[config.mk]
export PLATFORM = sky130hd
export DESIGN_NAME = register_file_multiport
export DESIGN_NICKNAME = d
export VERILOG_FILES = /design/src/rtl/register_file_pkg.sv /design/src/rtl/register_file_scoreboard.sv /design/src/rtl/register_file_multiport.sv
export SDC_FILE = /design/constraint.sdc
export NUM_CORES = 2
export LEC_CHECK = 0
export BUFFER_PORTS_ARGS = -buffer_cell sky130_fd_sc_hd__buf_4
export CORE_MARGIN = 2
export CORE_UTILIZATION = 30
export CTS_CLUSTER_SIZE = 12
export DETAILED_ROUTE_END_ITERATION = 10
export PLACE_DENSITY = 0.47
export SLEW_MARGIN = 5
export SYNTH_ARGS = -nofsm -noshare
export SYNTH_HDL_FRONTEND = slang
export SYNTH_SLANG_ARGS = --single-unit
[constraint.sdc]
create_clock -name clk -period 1.7 [get_ports clk]
set_input_delay 0.17 -clock clk [delete_from_list [all_inputs] [get_ports clk]]
set_output_delay 0.17 -clock clk [all_outputs]
set_load 0.01 [all_outputs]
[src/rtl/register_file_pkg.sv]
// Shared constants and helpers for the WaveRV multiport register file.
package register_file_pkg;

  localparam int unsigned DATA_WIDTH_DEFAULT = 32;
  localparam int unsigned REG_COUNT_DEFAULT  = 32;
  localparam int unsigned ZERO_ADDRESS       = 0;
  // Widest datum even_parity accepts; callers zero-extend, which leaves parity unchanged.
  localparam int unsigned PARITY_MAX_WIDTH   = 256;

  function automatic logic even_parity(input logic [PARITY_MAX_WIDTH-1:0] data);
    return ^data;
  endfunction

endpackage

[src/rtl/register_file_scoreboard.sv]
// Per-register busy bits: issue marks a pending producer, writeback clears it.
// Lookups return the post-edge state so they line up with bypassed read data.
module register_file_scoreboard
  import register_file_pkg::*;
#(
  parameter int unsigned REG_COUNT      = REG_COUNT_DEFAULT,
  parameter int unsigned NUM_READ_PORTS = 2,
  parameter int unsigned ADDR_WIDTH     = $clog2(REG_COUNT)
) (
  input  logic                             clk_i,
  input  logic                             rst_ni,
  input  logic                             issue_en_i,
  input  logic [ADDR_WIDTH-1:0]            issue_addr_i,
  input  logic                             clear_en_i,
  input  logic [ADDR_WIDTH-1:0]            clear_addr_i,
  input  logic [NUM_READ_PORTS*ADDR_WIDTH-1:0] lookup_addr_i,
  output logic [NUM_READ_PORTS-1:0]        lookup_busy_o
);

  logic [REG_COUNT-1:0] busy_q, busy_d;

  // Set is applied after clear so a same-cycle issue wins.
  always_comb begin
    busy_d = busy_q;
    if (clear_en_i) begin
      busy_d[clear_addr_i] = 1'b0;
    end
    if (issue_en_i && (issue_addr_i != ADDR_WIDTH'(ZERO_ADDRESS))) begin
      busy_d[issue_addr_i] = 1'b1;
    end
    busy_d[ZERO_ADDRESS] = 1'b0;
  end

  always_ff @(posedge clk_i or negedge rst_ni) begin
    if (!rst_ni) begin
      busy_q <= '0;
    end else begin
      busy_q <= busy_d;
    end
  end

  always_comb begin
    lookup_busy_o = '0;
    for (int p = 0; p < NUM_READ_PORTS; p++) begin
      lookup_busy_o[p] = busy_d[lookup_addr_i[p*ADDR_WIDTH +: ADDR_WIDTH]];
    end
  end

endmodule

[src/rtl/register_file_multiport.sv]
// N-read/1-write register file with write-before-read bypass, x0 hardwired to zero and busy
// tracking. Define RF_PARITY_EN to store an even-parity bit per entry and flag mismatches on read.
module register_file_multiport
  import register_file_pkg::*;
#(
  parameter int unsigned DATA_WIDTH     = DATA_WIDTH_DEFAULT,
  parameter int unsigned REG_COUNT      = REG_COUNT_DEFAULT,
  parameter int unsigned NUM_READ_PORTS = 2,
  parameter int unsigned ADDR_WIDTH     = $clog2(REG_COUNT)
) (
  input  logic                                 clk,
  input  logic                                 rst_n,
  input  logic                                 register_write_enable,
  input  logic [ADDR_WIDTH-1:0]                register_write_address,
  input  logic [DATA_WIDTH-1:0]                register_write_data,
  input  logic                                 register_issue_enable,
  input  logic [ADDR_WIDTH-1:0]                register_issue_address,
  input  logic [NUM_READ_PORTS*ADDR_WIDTH-1:0] register_read_address,
  output logic [NUM_READ_PORTS*DATA_WIDTH-1:0] register_read_data,
  output logic [NUM_READ_PORTS-1:0]            register_read_busy,
  output logic [NUM_READ_PORTS-1:0]            register_parity_error
);

  logic                  write_ok;
  logic [DATA_WIDTH-1:0] regs_q [REG_COUNT];
  logic [NUM_READ_PORTS-1:0] lookup_busy;

  assign write_ok = register_write_enable &&
                    (register_write_address != ADDR_WIDTH'(ZERO_ADDRESS));

  // Entry 0 is never written, so it reads back as zero without special casing.
  always_ff @(posedge clk or negedge rst_n) begin
    if (!rst_n) begin
      regs_q <= '{default: '0};
    end else if (write_ok) begin
      regs_q[register_write_address] <= register_write_data;
    end
  end

`ifdef RF_PARITY_EN
  logic [REG_COUNT-1:0] par_q;

  always_ff @(posedge clk or negedge rst_n) begin
    if (!rst_n) begin
      par_q <= '0;
    end else if (write_ok) begin
      par_q[register_write_address] <= even_parity(PARITY_MAX_WIDTH'(register_write_data));
    end
  end
`endif

  register_file_scoreboard #(
    .REG_COUNT      (REG_COUNT),
    .NUM_READ_PORTS (NUM_READ_PORTS),
    .ADDR_WIDTH     (ADDR_WIDTH)
  ) u_scoreboard (
    .clk_i         (clk),
    .rst_ni        (rst_n),
    .issue_en_i    (register_issue_enable),
    .issue_addr_i  (register_issue_address),
    .clear_en_i    (write_ok),
    .clear_addr_i  (register_write_address),
    .lookup_addr_i (register_read_address),
    .lookup_busy_o (lookup_busy)
  );

  for (genvar p = 0; p < NUM_READ_PORTS; p++) begin : gen_read
    logic [ADDR_WIDTH-1:0] raddr;
    logic                  bypass;
    logic [DATA_WIDTH-1:0] rdata_d, rdata_q;
    logic                  perr_d, perr_q, busy_q;

    assign raddr = register_read_address[p*ADDR_WIDTH +: ADDR_WIDTH];

    always_comb begin
      bypass  = write_ok && (register_write_address == raddr);
      rdata_d = bypass ? register_write_data : regs_q[raddr];
      perr_d  = 1'b0;
`ifdef RF_PARITY_EN
      // Only stored data is checked; bypassed data has not been through storage.
      perr_d  = !bypass && (raddr != ADDR_WIDTH'(ZERO_ADDRESS)) &&
                (even_parity(PARITY_MAX_WIDTH'(regs_q[raddr])) != par_q[raddr]);
`endif
    end

    always_ff @(posedge clk or negedge rst_n) begin
      if (!rst_n) begin
        rdata_q <= '0;
        perr_q  <= 1'b0;
        busy_q  <= 1'b0;
      end else begin
        rdata_q <= rdata_d;
        perr_q  <= perr_d;
        busy_q  <= lookup_busy[p];
      end
    end

    assign register_read_data[p*DATA_WIDTH +: DATA_WIDTH] = rdata_q;
    assign register_read_busy[p]                          = busy_q;
    assign register_parity_error[p]                       = perr_q;
  end

endmodule

# Word-level counts from Yosys, hierarchy flattened
# Cells that the tools add are included.
# word_totals
wordCells	85
inputBits	56
reg_bits	1121
output_inout_bits	68
# op_classes
bitwise_logic	6
mux	21
n_lt_le_gt_ge	10
n_eq_ne	2
n_reduce_logical	9
# op_table
cell	count
$bwmux W1024	1
$bmux W32 S5	2
$mux W32	9
$demux W32 S5	1
$and A32 B32 Y32	1
$not A32 Y32	1
$or A32 B32 Y32	1
$lt A5 B6 Y1 const B	4
$ge A6 B6 Y1 const B	3
$not A5 Y6	3
$bmux W1 S5	2
$demux W1 S5	2
$eq A5 B5 Y1	2
$ge A5 B1 Y1 const B	2
$reduce_bool A5 Y1	2
$logic_and A1 B1 Y1	7
$lt A6 B1 Y1 const B	1
$mux W1	4

# Longest topological paths before layout
# logic_depth
ltp_word	11
depth_mapped	10
ltp_nobuf	7

# Modules after synthesis
# Synthesis repeated with hierarchy kept, for this count alone.
# hier_totals
hier_cells	3714
area_unflattened_um2	57462.6
# by_module_without_submodules
module	seq_area_each_um2	cells_each	instances	area_each_um2
register_file_multiport	27276.2	3518	1	55605.8
register_file_scoreboard	775.7	196	1	1856.8

# Worst setup path before layout
# OpenSTA, ideal clock, no wires.
# synth_timing
path_type	input to register
startpoint	input register_read_address[5]
endpoint	register gen_read[1].rdata_q[1]
arrival_time_ps	2099
required_ps	1550
n_path_buf	3
cell_stages	7
setup_ps	150
path_slack_ps	-548
cell_sequence	clkbuf_1 -> buf_2 -> buf_2 -> mux4_2 -> mux4_2 -> mux2i_1 -> o21ai_0
# synth_via
elab_chain_cells	5
word_cells_on_any_way	7
cone_classes	eq/ne (1); mux (4); bitwise (1); reduce/logical (1)
# synth_lines
element	line	text
start: declaration	register_file_multiport.sv:18	input logic [NUM_READ_PORTS*ADDR_WIDTH-1:0] register_read_address,
$not A5 Y6 (implied by the code)	register_file_multiport.sv:77	rdata_d = bypass ? register_write_data : regs_q[raddr];
$bmux W32 S5	register_file_multiport.sv:77	
$mux W32 (implied by the code) (2 in series)	register_file_multiport.sv:77	
$mux W32 *	register_file_multiport.sv:77	
via gen_read[1].rdata_d[1]	register_file_multiport.sv:70	logic [DATA_WIDTH-1:0] rdata_d, rdata_q;
end signal: assignment	register_file_multiport.sv:92	rdata_q <= rdata_d;
end: declaration	register_file_multiport.sv:70	
# The timed path passes the listed nets; every way through them passes the cells marked *. The select of a mux whose other input is x is not followed.
# A chain may end at the register's enable or synchronous reset.

# Worst setup path after layout
# layout_timing
startpoint	register regs_q[409] (netlist bit)
endpoint	register gen_read[1].rdata_q[25]
# layout_via
elab_chain_cells	4
# layout_lines
element	line	text
start: declaration	register_file_multiport.sv:25	logic [DATA_WIDTH-1:0] regs_q [REG_COUNT];
start signal: indexed assignment	register_file_multiport.sv:36	regs_q[register_write_address] <= register_write_data;
$bmux W32 S5	register_file_multiport.sv:77	
$mux W32 (implied by the code) (2 in series)	register_file_multiport.sv:77	
$mux W32	register_file_multiport.sv:77	
via gen_read[1].rdata_d[25]	register_file_multiport.sv:70	
# The timed path passes the listed nets, and every way through them passes these cells. The select of a mux whose other input is x is not followed.

==> results_dict.tcl <==
set metrics [dict create \
    wire_per_inst_um 29.7 \
    criticalPathCategory "flop to flop" \
    clockBufferDepth 3 \
    critPathRequiredTime_ps 2360 \
    min_period_ps 1840 \
    drtAntennaViolNets 0 \
    outcome "finished, violations left" \
    sw_frac_of_total 0.270 \
    leakage_nw 31.2 \
    core_area_mm2 0.193 \
    synth_seq_cells 1121 \
    synth_largest_area_cell "dfrtp_1" \
    synth_top_area_share 0.483 \
    async_flop_share 1.00 \
    pwr-share-comb 0.217 \
    htree_levels 4 \
    grt_pass1_wl_um 290000 \
    finalWorstSetupSlack_ps -139 \
    drc_errors 0 \
    peakVddDrop_mv 0.880 \
    maxSlewHeadroom 0.439 \
    seqCellArea_mm2 0.0281 \
    antenna_found_initial 9 \
    root_buffer "clkbuf_16" \
    worstRegToRegCells 5 \
    grt_max_degree 92 \
    setup_viol 88 \
    synth-main-ff-cell "dfrtp_1" \
    synth_cells 3745 \
    gp_congestion 0.792 \
    grt_overflow 0 \
    fill_cells 18100 \
    die-area_mm2 0.197 \
    pre_cts_slack_ps -597 \
    nets 4239 \
    finalPower_mw 82.5 \
    cp-start-kind "flop" \
    placed_cells 6499 \
    vias 36700 \
    ioPinCount 124 \
    synth_edf_count 0 \
    timing.final.crit_share 1.08 \
    internal_power_mw 60.2 \
    powerDensity_mw_per_mm2 1140 \
    seqPwrFrac 0.434 \
    cts_tree "yes" \
    p_sw_mw 22.3 \
    fmax_mhz 544 \
    start_util 0.302 \
    yosysUniqueCellTypes 64 \
    drive_above_1_share 0.589 \
    rsz0062_at_grt "true" \
    cap_violations 0 \
    tightest_slew_ps 838 \
    violations "negative setup slack" \
    ys_warn_count 0 \
    clk_pin_slew_ps 60 \
    final_hold_viol_count 0 \
    finish.instance_area_mm2 0.0722 \
    p_clk_frac 0.350 \
    finClkSkew_ps 22.3 \
    area_growth_pct 24.2 \
    worstPathArrival_ps 2490 \
    vias_per_cell 5.39 \
    track_usage 0.205 \
    rows 161 \
    clock_latency_ps 790 \
    place_area_mm2 0.0669 \
    drt-initial-drc-count 2876 \
    crit_fanout 2 \
    cts.sink_count 1121 \
    drt-pass1-iter-count 5 \
    finalNonFillerCells 6811 \
    multi_input_area_mm2 0.0287 \
    die_w_um 444 \
    synth_area_leaders "dfrtp_1, mux4_2, mux2_2" \
    syn_avg_cell_area_um2 15.5 \
    first_global_vias 38500 \
    postLayoutCoreUtil 0.375 \
    final_max_slew_viol_count 0 \
    endpoint_kind "flop" \
    synth-seq-area-share 0.483 \
    cts_buffers 133 \
    drt_wl_total_um 202000 \
    worst_hold_path_type "input port to asynchronous set/reset pin" \
    portBuffers 121 \
    netlist_area_mm2 0.0581 \
    die_h_um 444 \
    dp_hpwl_um 125000 \
]
==> worst paths after layout <==
kind | end | slack (ps) | startpoint
worst max register to register | gen_read[1].rdata_q[25] | -140 | regs_q[409]
min in group clk | u_scoreboard.busy_q[8] | 70 | register_write_address[1]
max in group asynchronous | regs_q[864] | 400 | rst_n
worst min-delay path | regs_q[448] | 40 | rst_n
worst max-delay path | gen_read[1].rdata_q[25] | -140 | regs_q[409]
worst min register to register | regs_q[1020] | 390 | regs_q[1020]
==> power by group through the flow <==
stage	Clock (mW)	Sequential (mW)	Combinational, mW
detailed placement	0	36.2	17.6
finish	28.9	35.8	17.9
global route	30.8	36.4	19.2
CTS	29.7	35.8	17.9
global placement	0	36.1	17.3
floorplan	0	34.8	12.0
==> critical path, stage by stage, from the launching register on <==
cell and delay (ps):
dfrtp_1 390, buf_6 120, mux4_2 470, mux4_2 480
mux2i_1 170, o21ai_2 90
==> what timing repair did <==
| action | in CTS | in global routing |
|---|---|---|
| gates cloned | 0 | 1 |
| hold buffers | 56 | 0 |
| pin swaps | 4 | 13 |
| resized for setup | 23 | 40 |
| endpoints found under the setup margin | 60 | 98 |
| hold endpoints to repair | 2199 | 0 |
| setup buffers | 8 | 16 |
==> metal layers <==
metal,vias up,share of wire,GRT usage
met3,321,0.051,0.0360
met1,20100,0.44,0.285
met5,-,0.000074,0
li1,15300,-,-
met4,2,0.034,0.0693
met2,1036,0.47,0.325
==> stage by stage <==
step | hold WS, ps | TNS (ps)
6_report | 36.8 | -3640
3_5_place_dp | 43.7 | -202370
5_1_grt | 51.0 | -6420
4_1_cts | 2.88 | -3230
2_1_floorplan | -126 | -12610
3_3_place_gp | 43.1 | -208860
==> placed cells by master (no fill, tap or decap), types with 10 or more instances in the layout <==
cell type	synthesis	final
mux2_2	931	930
dfrtp_1	1121	1116
buf_6	2	19
buf_12	0	173
clkbuf_16	0	140
nand3_1	11	11
nand2_4	0	14
mux2i_1	68	60
mux4_2	642	642
inv_1	19	16
o21ai_0	86	15
clkbuf_1	291	27
nor2_4	0	17
o21ai_1	3	67
nand2_1	303	292
dlygate4sd3_1	0	55
clkbuf_8	0	27
clkinv_2	0	22
buf_4	9	469
a21oi_1	10	10
==> cells by family after synthesis <==
kind of cell / share of synthesized area
muxes: 0.441
DFF: 0.483
buffers and inverters: 0.0307
and+or+nand+nor: 0.0291
AOI/OAI and AO/OA: 0.0152
xor gates and xnor gates: 0.00151
other: 0.0000645
==> Yosys cell counts (2+ instances only) <==
| master | number |
|---|---|
| a21oi_1 | 10 |
| a221oi_1 | 5 |
| a22o_1 | 2 |
| a22oi_1 | 8 |
| a32o_1 | 2 |
| a32oi_1 | 2 |
| and2_1 | 4 |
| and4b_1 | 3 |
| and4bb_1 | 2 |
| buf_1 | 48 |
| buf_2 | 69 |
| buf_4 | 9 |
| buf_6 | 2 |
| clkbuf_1 | 291 |
| dfrtp_1 | 1121 |
| inv_1 | 19 |
| mux2_2 | 931 |
| mux2i_1 | 68 |
| mux4_2 | 642 |
| nand2_1 | 303 |
| nand2_2 | 3 |
| nand2b_1 | 5 |
| nand3_1 | 11 |
| nand4_1 | 4 |
| nand4b_1 | 4 |
| nor2_1 | 24 |
| nor2b_1 | 8 |
| nor4_2 | 2 |
| nor4bb_1 | 2 |
| o2111ai_1 | 2 |
| o211ai_1 | 5 |
| o21a_1 | 2 |
| o21ai_0 | 86 |
| o21ai_1 | 3 |
| o221ai_1 | 2 |
| o31ai_1 | 2 |
| o41ai_1 | 2 |
| or2_2 | 2 |
| or3_1 | 2 |
| xnor2_1 | 6 |
| xor2_1 | 4 |
==> state kept, by name (all words and copies together) (netlist names) <==
| name | cells |
|---|---|
| gen_read.busy_q | 2 |
| gen_read.rdata_q | 64 |
| regs_q | 1024 |
| u_scoreboard.busy_q | 31 |
==> cell type report <==
class                   instances  share of cell area
clock buffers                 193              0.0547
flip-flops and latches       1121               0.389
clock inverters                40             0.00551
inverters                      19             0.00109
repair buffers                722               0.109
multi-input cells            2186               0.398
diodes                          4            0.000139
well taps                    2526              0.0438
Power figures use the tool's default switching activity.
